**config.mk**
```make
export PLATFORM = sky130hd
export DESIGN_NAME = spi_slave
export DESIGN_NICKNAME = d
export VERILOG_FILES = /design/src/rtl/spi_slave.sv
export SDC_FILE = /design/constraint.sdc
export NUM_CORES = 1
export LEC_CHECK = 0
export ABC_AREA = 1
export CAP_MARGIN = 25
export CORE_MARGIN = 1
export CORE_UTILIZATION = 59
export DETAILED_ROUTE_END_ITERATION = 10
export GPL_TIMING_DRIVEN = 0
export PLACE_DENSITY_LB_ADDON = 0.2
export SLEW_MARGIN = 20
export SYNTH_ARGS = -nofsm -noshare
export SYNTH_HDL_FRONTEND = slang
export SYNTH_SLANG_ARGS = --single-unit
export TNS_END_PERCENT = 10
```
**constraint.sdc**
```tcl
create_clock -name clk -period 3.2 [get_ports clk]
set_input_delay 0.8 -clock clk [delete_from_list [all_inputs] [get_ports clk]]
set_output_delay 0.8 -clock clk [all_outputs]
set_load 0.03 [all_outputs]
```
**src/rtl/spi_slave.sv**
```systemverilog
// SPI responder: oversamples SCLK/CS_N/MOSI with clk, receives MOSI bytes and
// serialises a one-byte holding register (or IDLE_BYTE) onto MISO, MSB first.
module spi_slave #(
  parameter int unsigned SPI_MODE  = 0,
  parameter logic [7:0]  IDLE_BYTE = 8'hFF
) (
  input  logic       clk,
  input  logic       rst,
  input  logic       i_spi_clk,
  input  logic       i_spi_cs_n,
  input  logic       i_spi_mosi,
  output logic       o_spi_miso,
  output logic       o_spi_miso_oe,
  output logic [7:0] o_mosi_byte,
  output logic       o_mosi_dv,
  input  logic [7:0] i_miso_byte,
  input  logic       i_miso_dv,
  output logic       o_miso_ready
);

  localparam logic CPOL = (SPI_MODE >= 2);
  localparam logic CPHA = (SPI_MODE == 1) || (SPI_MODE == 3);

  typedef enum logic [1:0] {S_IDLE, S_LOAD, S_ACTIVE} state_t;

  state_t      state_q, state_d;
  logic [2:0]  sclk_q, sclk_d;
  logic [2:0]  cs_q, cs_d;
  logic [1:0]  mosi_q, mosi_d;
  logic [7:0]  tx_q, tx_d;
  logic [7:0]  rx_q, rx_d;
  logic [2:0]  bitcnt_q, bitcnt_d;
  logic        done_q, done_d;
  logic        first_q, first_d;
  logic [7:0]  hold_q, hold_d;
  logic        hold_full_q, hold_full_d;
  logic [7:0]  mosi_byte_q, mosi_byte_d;
  logic        mosi_dv_q, mosi_dv_d;
  logic        miso_q, miso_d;
  logic        oe_q, oe_d;

  logic        sclk_edge, lead_ev, trail_ev, sample_ev, shift_ev;
  logic        cs_fall, cs_high;
  logic [7:0]  load_byte;

  always_comb begin
    sclk_d      = {sclk_q[1:0], i_spi_clk};
    cs_d        = {cs_q[1:0], i_spi_cs_n};
    mosi_d      = {mosi_q[0], i_spi_mosi};
    state_d     = state_q;
    tx_d        = tx_q;
    rx_d        = rx_q;
    bitcnt_d    = bitcnt_q;
    done_d      = done_q;
    first_d     = first_q;
    hold_d      = hold_q;
    hold_full_d = hold_full_q;
    mosi_byte_d = mosi_byte_q;
    mosi_dv_d   = 1'b0;
    miso_d      = miso_q;
    oe_d        = oe_q;

    sclk_edge = sclk_q[1] ^ sclk_q[2];
    lead_ev   = sclk_edge && (sclk_q[1] != CPOL);
    trail_ev  = sclk_edge && (sclk_q[1] == CPOL);
    sample_ev = CPHA ? trail_ev : lead_ev;
    shift_ev  = CPHA ? lead_ev : trail_ev;
    cs_fall   = cs_q[2] && !cs_q[1];
    cs_high   = cs_q[1];
    load_byte = hold_full_q ? hold_q : IDLE_BYTE;

    case (state_q)
      S_IDLE: begin
        miso_d   = 1'b1;
        oe_d     = 1'b0;
        bitcnt_d = '0;
        done_d   = 1'b0;
        first_d  = 1'b0;
        if (cs_fall) state_d = S_LOAD;
      end
      S_LOAD: begin
        if (cs_high) begin
          state_d = S_IDLE;
          miso_d  = 1'b1;
          oe_d    = 1'b0;
        end else begin
          tx_d        = load_byte;
          hold_full_d = 1'b0;
          bitcnt_d    = '0;
          done_d      = 1'b0;
          first_d     = 1'b1;
          oe_d        = 1'b1;
          if (!CPHA) miso_d = load_byte[7];
          state_d = S_ACTIVE;
        end
      end
      S_ACTIVE: begin
        if (sample_ev) begin
          rx_d     = {rx_q[6:0], mosi_q[1]};
          bitcnt_d = bitcnt_q + 3'd1;
          if (bitcnt_q == 3'd7) begin
            mosi_byte_d = rx_d;
            mosi_dv_d   = 1'b1;
            done_d      = 1'b1;
            if (CPHA) state_d = S_LOAD;
          end
        end
        if (shift_ev) begin
          // CPHA=0 reloads on the shift edge after the 8th sample instead of shifting
          if (!CPHA && done_q) begin
            state_d = S_LOAD;
          end else if (CPHA && first_q) begin
            miso_d  = tx_q[7];
            first_d = 1'b0;
          end else begin
            tx_d   = {tx_q[6:0], 1'b0};
            miso_d = tx_q[6];
          end
        end
        // CS_N release overrides any reload but lets a completing byte still report
        if (cs_high) begin
          state_d  = S_IDLE;
          oe_d     = 1'b0;
          miso_d   = 1'b1;
          bitcnt_d = '0;
          done_d   = 1'b0;
        end
      end
      default: state_d = S_IDLE;
    endcase

    // Write check uses the start-of-cycle ready, so a write during LOAD of an empty
    // holding register lands for the following byte.
    if (i_miso_dv && !hold_full_q) begin
      hold_d      = i_miso_byte;
      hold_full_d = 1'b1;
    end
  end

  always_ff @(posedge clk or posedge rst) begin
    if (rst) begin
      state_q     <= S_IDLE;
      sclk_q      <= {3{CPOL}};
      cs_q        <= '1;
      mosi_q      <= '0;
      tx_q        <= '0;
      rx_q        <= '0;
      bitcnt_q    <= '0;
      done_q      <= 1'b0;
      first_q     <= 1'b0;
      hold_q      <= '0;
      hold_full_q <= 1'b0;
      mosi_byte_q <= '0;
      mosi_dv_q   <= 1'b0;
      miso_q      <= 1'b1;
      oe_q        <= 1'b0;
    end else begin
      state_q     <= state_d;
      sclk_q      <= sclk_d;
      cs_q        <= cs_d;
      mosi_q      <= mosi_d;
      tx_q        <= tx_d;
      rx_q        <= rx_d;
      bitcnt_q    <= bitcnt_d;
      done_q      <= done_d;
      first_q     <= first_d;
      hold_q      <= hold_d;
      hold_full_q <= hold_full_d;
      mosi_byte_q <= mosi_byte_d;
      mosi_dv_q   <= mosi_dv_d;
      miso_q      <= miso_d;
      oe_q        <= oe_d;
    end
  end

  assign o_spi_miso    = miso_q;
  assign o_spi_miso_oe = oe_q;
  assign o_mosi_byte   = mosi_byte_q;
  assign o_mosi_dv     = mosi_dv_q;
  assign o_miso_ready  = !hold_full_q;

endmodule

```
Word-level counts from Yosys, hierarchy flattened

Cells that the tools add are included.
W data, S select, Z words.

Register bits: 48
Bits of input ports: 14
Output and inout bits: 12
Word-level logic and storage cells: 83

Add/sub/neg operators: 1
Equality and inequality tests: 14
Mux-type cells: 33
Bitwise logic cells: 2
Reduce and logical (&&, ||, !) cells: 19

Operators with widths:

| operator              | count |
|---|---|
| $mux W7               | 3 |
| $mux W1               | 15 |
| $ne A3 B3 Y1 const B  | 5 |
| $pmux W7 S2           | 1 |
| $reduce_and A3 Y1     | 4 |
| $mux W2               | 5 |
| $ne A2 B2 Y1 const B  | 5 |
| $mux W3               | 3 |
| $pmux W1 S3           | 3 |
| $pmux W3 S3           | 1 |
| $mux W8               | 1 |
| $reduce_and A4 Y1     | 2 |
| $pmux W2 S3           | 1 |
| $reduce_and A2 Y1     | 3 |
| $logic_and A1 B1 Y1   | 4 |
| $reduce_bool A2 Y1    | 2 |
| $add A3 B1 Y3 const B | 1 |
| $eq A3 B3 Y1 const B  | 1 |
| $reduce_bool A3 Y1    | 1 |
| $eq A2 B1 Y1 const B  | 1 |
| $eq A2 B2 Y1 const B  | 1 |
| $logic_not A1 Y1      | 2 |
| $logic_not A2 Y1      | 1 |
| $ne A2 B1 Y1 const B  | 1 |
| other kinds (2)       | 2 |

Logic depth before layout (Yosys ltp)

Gate-level depths: netlist of the first run.

Depth in word-level cells: 5
Mapped depth: 10

Least setup slack after synthesis of the first run

No wires, ideal clock.

Kind: input port to flip-flop
From: in i_miso_dv
To: reg hold_q[0]
Setup time: 0.125 ns
Data arrival time: 1.274 ns
Slack: 1.801 ns
Stages: 2
Buffers on the path: 0
Path through: nand2_2 mux2_2

Cells in the longest elaborated chain, start to end: 1

RTL lines:

| item                 | RTL line | text |
|---|---|---|
| from (decl)          | 17       | `input logic i_miso_dv,` |
| $logic_and A1 B1 Y1  | 134      | `if (i_miso_dv && !hold_full_q) begin` |
| to (signal assigned) | 167      | `hold_q <= hold_d;` |
| to (decl)            | 35       | `logic [7:0] hold_q, hold_d;` |

No other way between the ends.
A chain may end at the register's enable or synchronous reset.

Worst setup path after layout of the first run

From: reg hold_full_q
To: out o_miso_ready

Cells in the longest elaborated chain, start to end: 1

RTL lines:

| item                   | RTL line | text |
|---|---|---|
| from (decl)            | 36       | `logic hold_full_q, hold_full_d;` |
| from (signal assigned) | 168      | `hold_full_q <= hold_full_d;` |
| $logic_not A1 Y1       | 180      | `assign o_miso_ready = !hold_full_q;` |
| to (decl)              | 18       | `output logic o_miso_ready` |

No other way between the ends.

==> results of run 1 <==
-- layout make-up --
cell class                 count  area, um2
buffer                         3       17.5
clock buffer                   6       72.6
clock inverter                 2       60.1
fill                         234        807
inverter                      23       88.8
multi-input combinational    155        862
sequential                    48       1210
tap                           46       57.6
timing repair buffer          26        270
-- cell usage in the layout, fill, tap and decap left out, types with 7 or more instances in the layout --
cell / instances
ha_1: 9
inv_1: 14
o21ai_0: 9
dfrtp_1: 44
inv_2: 7
o21ai_1: 16
mux2_2: 7
nand2_1: 74
clkdlybuf4s50_1: 25
nand3_1: 12
-- through the flow --
step	hold WS [ns]	setup slack, ns	utilization, %	area [um2]
floorplan	0.331	1.26	-	2170
global placement	0.333	0.374	72.1	2480
detailed placement	0.342	1.19	72.7	2500
CTS	0.360	0.851	76.6	2640
global route	0.362	0.803	76.6	2640
finish	0.357	0.863	76.6	2640
-- flip-flops by register name (all words and copies together), names as in the netlist --
register,flops
o_mosi_dv,1
mosi_q,2
tx_q,7
done_q,1
sclk_q,3
rx_q,7
cs_q,3
o_spi_miso_oe,1
hold_full_q,1
bitcnt_q,3
state_q,2
o_spi_miso,1
o_mosi_byte,8
hold_q,8
-- where the power goes --
part	leakage (nW)	internal (mW)	switching [mW]
Combinational	0.576	0.272	0.417
Clock	0.0654	0.312	0.195
Sequential	0.606	0.765	0.0946
-- kinds of logic (layout without fill, tap and decap cells) --
| logic type | after synthesis | in the layout |
|---|---|---|
| multiplexers | 8 | 8 |
| AND/OR/NAND/NOR | 107 | 107 |
| buffers and inverters | 26 | 60 |
| adder cells (fa/ha/maj) | 9 | 9 |
| flip-flops | 48 | 48 |
| AO/OA/AOI/OAI | 31 | 31 |
-- synth_stat cells --
cell	number	area share, %
a21boi_1	1	0.35
a21oi_1	2	0.46
buf_2	2	0.46
buf_4	1	0.35
clkinv_1	1	0.17
dfrtp_1	44	51
dfstp_2	4	4.8
ha_1	9	5.2
inv_1	15	2.6
inv_2	6	1.0
inv_4	1	0.29
mux2_1	1	0.52
mux2_2	7	3.6
nand2_1	74	13
nand2_2	5	1.4
nand2_4	2	1.0
nand3_1	12	2.8
nand3_2	1	0.46
nand3b_1	3	1.0
nand4_4	1	0.98
nor2_1	5	0.86
nor2_2	1	0.29
nor2_4	1	0.52
nor3_1	1	0.23
o21ai_0	9	2.1
o21ai_1	16	3.7
o21ai_2	1	0.40
o21bai_1	2	0.69
or2_1	1	0.29
-- worst paths after layout --
path	slack, ns	start	cells past startpoint	to
max	0.86	hold_full_q	2	o_miso_ready
min	0.36	mosi_q[0]	0	mosi_q[1]
max reg2reg	1.60	state_q[0]	7	rx_q[1]
min reg2reg	0.36	mosi_q[0]	0	mosi_q[1]
max in group asynchronous	1.89	rst	3	o_spi_miso
min in group asynchronous	0.76	rst	2	mosi_q[0]
-- layer usage --
metal	up-vias	track usage, %	wire (um)
li1	799	-	-
met1	754	28.6	1810
met2	38	36.8	1900
met3	8	5.47	128
met4	0	11.3	74
met5	-	0	0
-- worst reg2reg max path, delay by kind of cell (launching register included) --
| kind | cells | cell delay, ns |
|---|---|---|
| buffers and inverters | 3 | 0.54 |
| DFF | 1 | 0.48 |
| and+or+nand+nor | 2 | 0.23 |
| adders and majority gates | 1 | 0.21 |
| AOI/OAI and AO/OA | 1 | 0.08 |
==> metrics.md, run 1 <==
| Metric | Value |
|---|---|
| Status | finished clean |
| Number of core rows | 21 |
| Initial core utilization | 63.2% |
| Max IR drop VDD | 592 uV |
| Finished Layout Cells | 309 |
| # clock sinks | 48 |
| Setup crit end kind | output pin |
| CP bufs+invs | 2 |
| N_diodes | 0 |
| Largest net degree at the start of global routing | 36 |
| F_max | 428 MHz |
| Yosys warnings | 0 |
| Sequential fraction of the synthesis area | 55.5% |
| # DRC | 0 |
| CTS tree | built |
| CP Data Arrival Time | 1.54 ns |
| Drt pass-1 iters | 4 |
| Vias in the first global route | 1503 |
| Final antenna-violating net count | 0 |
| GP Congestion | 0.869 |
| Synth Cell Area | 2170 um2 |
| Crit start category | register |
| PortBufs | 25 |
| Slowest cell on crit path | clkdlybuf4s50_1 |
| Final hold viol count | 0 |
| Overall routing resource usage | 22.8% |
| Die X | 62.7 um |
| CP max stage delay | 0.69 ns |
| WL/cell | 12.7 um |
| WP data required | 2.40 ns |
| Post-synthesis mux area share | 4.14% |
| Final period utilization | 73.0% |
| Crit Path Max Fanout | 10 |
| Simple-gate share of the synthesized area | 22.7% |
| Slew Limit Headroom | 78.2% |
| Tot Pwr | 2.06 mW |
| Post-CTS Resized | 0 |
| Layout area overhead | 21.2% |
| Vias | 1599 |
| Synth cell types | 29 |
| Yosys reg bits | 48 |
| Core area | 3440 um2 |
| Root Buffer Master | clkbuf_8 |
| Clock transition at path regs | 0.08 ns |
| Clk Latency, worst-skew pair | 0.30 ns |
| Placed insts | 301 |
| XOR/XNOR share of the synthesized area | 0% |
| Complex-gate fraction of the synthesized area | 7.65% |
| Die Area | 3930 um2 |
| Via density | 5.17 |
| Syn Nets | 252 |
| Final Max Slew Viols | 0 |
| Max Cap Violations | 0 |
| Setup TNS | 0 ns |
| DRT iter0 DRCs | 77 |
| DRT Wirelength | 3.92 mm |
| Delay-heaviest family, CP | buffers and inverters |
| CTS buffer count | 5 |
| Hold_buf cts | 0 |
| HPWL reported at the end of detailed placement | 2.75 mm |
| Cell area power density | 780 nW/um2 |
| Skew final | 0.00449 ns |
| Final min period | 2.34 ns |
| First-pass GRT wire length | 6.78 mm |
| Cell count after synthesis | 229 |
| Critical-path cell list | inv_2 -> clkdlybuf4s50_1 |
| Slew @ Worst Pin | 0.326 ns |
| Clk buf depth | 2 |
| # nets final | 285 |
| RSZ-0062 raised after global routing | no |
| Crit Path Category | register to output pin |
| Layout cells sized above 1 | 16.0% |
| # IOs | 26 |
| H-tree Lvls | 2 |
| Initial antenna violation count | 0 |
| Hold WC Path Type | register to register |
| Lkg Pwr | 1.25 nW |
| Syn_area_per_cell | 9.50 um2 |
| Die Height | 62.7 um |
| Main combinational cell family by area after synthesis | simple AND/OR/NAND/NOR gates |
| Post-CTS Setup Repair Bufs | 0 |
| Adder-Cell Fraction of Synth Area | 5.18% |
| Congestion Overflow GR | 0 |
| Setup violators final | 0 |
(Power assumes the default switching activity.)
==> run 2, diff against run 1 <==
--- a/config.mk
+++ b/config.mk
@@ -8,7 +8,7 @@
 export ABC_AREA = 1
 export CAP_MARGIN = 25
 export CORE_MARGIN = 1
-export CORE_UTILIZATION = 59
+export CORE_UTILIZATION = 55
 export DETAILED_ROUTE_END_ITERATION = 10
 export GPL_TIMING_DRIVEN = 0
 export PLACE_DENSITY_LB_ADDON = 0.2
==> constraint.sdc (replaced) <==
create_clock -name clk -period 2.37 [get_ports clk]
set_input_delay 0.5925 -clock clk [delete_from_list [all_inputs] [get_ports clk]]
set_output_delay 0.5925 -clock clk [all_outputs]
set_load 0.03 [all_outputs]
==> run 2 against run 1 <==
Design area is 0.57% lower; first-iteration DRC count grew 45%; sequential share of layout area is 0.26 points higher; wire length down 5.5%; utilization shrank 6.0 points; cell count increased by 0.65%; clock skew grew 0.0048 ns; critical path depth stayed put; critical path type unchanged; largest cell class unchanged; largest power group unchanged.
==> metrics.md, run 2 (same netlist as run 1, synthesis figures left out) <==
| Metric | Value |
|---|---|
| Core area | 3720 um2 |
| Register area | 1210 um2 |
| Final hold viol count | 0 |
| N_diodes | 0 |
| Root Buffer Master | clkbuf_8 |
| CP Data Arrival Time | 1.55 ns |
| Multi-input gate area | 862 um2 |
| DRT iter0 DRCs | 112 |
| WL/cell | 11.9 um |
| Most frequent cells in the layout | 74 x nand2_1, 44 x dfrtp_1, 25 x clkdlybuf4s50_1 |
| Placed insts | 303 |
| PortBufs | 25 |
| Die Area | 4210 um2 |
| Final min period | 2.14 ns |
| Layout cells sized above 1 | 16.3% |
| First-pass GRT wire length | 6.39 mm |
| Die Height | 64.9 um |
| Place WS | 0.575 ns |
| # nets final | 285 |
| Die X | 64.9 um |
| Max Cap Violations | 0 |
| Post-route cell area | 2620 um2 |
| Final worst slack | 0.227 ns |
| Setup crit end kind | output pin |
| GRT met1 Usage | 26.2% |
| Clock transition at path regs | 0.09 ns |
| Crit start category | register |
| CP max stage delay | 0.69 ns |
| # DRC | 0 |
| RSZ-0062 raised after global routing | no |
| Initial antenna violation count | 0 |
| Finished Layout Cells | 311 |
| Critical-path cell list | inv_2 -> clkdlybuf4s50_1 |
| Final antenna-violating net count | 0 |
| GR met2 Demand/Resource | 32.3% |
| Crit Path Max Fanout | 10 |
| Clk buf depth | 2 |
| H-tree Lvls | 2 |
| Largest net degree at the start of global routing | 36 |
| # clock sinks | 48 |
| Finished Core Util | 70.5% |
| Congestion Overflow GR | 0 |
| Clk Latency, worst-skew pair | 0.30 ns |
| Number of core rows | 22 |
| Tot Pwr | 2.67 mW |
| Met3 usage | 7.39% |
| Initial core utilization | 58.5% |
| Final period utilization | 90.4% |
| # IOs | 26 |
| Crit Path Category | register to output pin |
| Slew @ Worst Pin | 0.301 ns |
| Slowest cell on crit path | clkdlybuf4s50_1 |
| Drt pass-1 iters | 6 |
| Via density | 5.10 |
| Skew final | 0.00928 ns |
| CTS buffer count | 5 |
| Post-CTS Resized | 0 |
| Post-CTS Setup Repair Bufs | 0 |
| F_max | 467 MHz |
| Layout area overhead | 20.5% |
| Placed cell area | 2500 um2 |
| Vias | 1587 |
| Hold WC Path Type | register to register |
| Gr busiest metal | met2 |
| Setup violators final | 0 |
| Setup TNS | 0 ns |
| Final Max Slew Viols | 0 |
| FILL cells | 279 |
| Final hold slack | 0.356 ns |
| CTS tree | built |
| Cell area power density | 1020 nW/um2 |
| Slew Limit Headroom | 79.9% |
| Vias in the first global route | 1495 |
| Hold_buf cts | 0 |
| GP Congestion | 0.874 |
| Overall routing resource usage | 20.5% |
| HPWL reported at the end of detailed placement | 2.70 mm |
| Max IR drop VDD | 798 uV |
| DRT Wirelength | 3.70 mm |
| Lkg Pwr | 1.24 nW |
| Status | finished clean |
| WP data required | 1.78 ns |
| Commonest non-fill, non-tap cell in the layout | nand2_1 |
-- run 2: changes by cell type in the layout (fill, tap and decap cells not counted) --
| cell | delta |
|---|---|
| bufinv_16 | -1 |
| clkbuf_1 | -1 |
| clkinvlp_4 | +1 |
| inv_6 | +1 |
-- run 2: area by class of cell --
class	instances	area share [%]
Clock buffer	5	2.63
Clock inverter	3	1.77
Buffer	3	0.669
Sequential cell	48	46.0
Timing Repair Buffer	26	10.3
Tap cell	48	2.29
Multi-Input combinational cell	155	32.9
Inverter	23	3.39
-- run 2: report_power, final --
part / switching (mW) / internal, mW / leakage [nW]
combinational: 0.552 / 0.367 / 0.576
sequential: 0.120 / 1.03 / 0.606
clock: 0.282 / 0.318 / 0.0548
-- run 2: critical path, delay by kind of cell (launching register included) --
family / cells / cell delay, ns
buffers and inverters: 2 / 0.84
flip-flops: 1 / 0.40
-- run 2: worst paths after layout --
check,startpoint,end,slack (ns),cells after the start
max,hold_full_q,o_miso_ready,0.23,2
min,sclk_q[0],sclk_q[1],0.36,0
max reg2reg,state_q[0],done_q,0.73,9
min reg2reg,sclk_q[0],sclk_q[1],0.36,0
max in group asynchronous,rst,cs_q[1],1.28,3
min in group asynchronous,rst,mosi_q[0],0.55,2
-- run 2: layer usage --
metal / vias up / share of wire, % / routed length [um]
met5: - / 0 / 0
met4: 0 / 1.0 / 38
met3: 4 / 4.4 / 162
met2: 35 / 48 / 1790
met1: 745 / 46 / 1710
li1: 803 / - / -
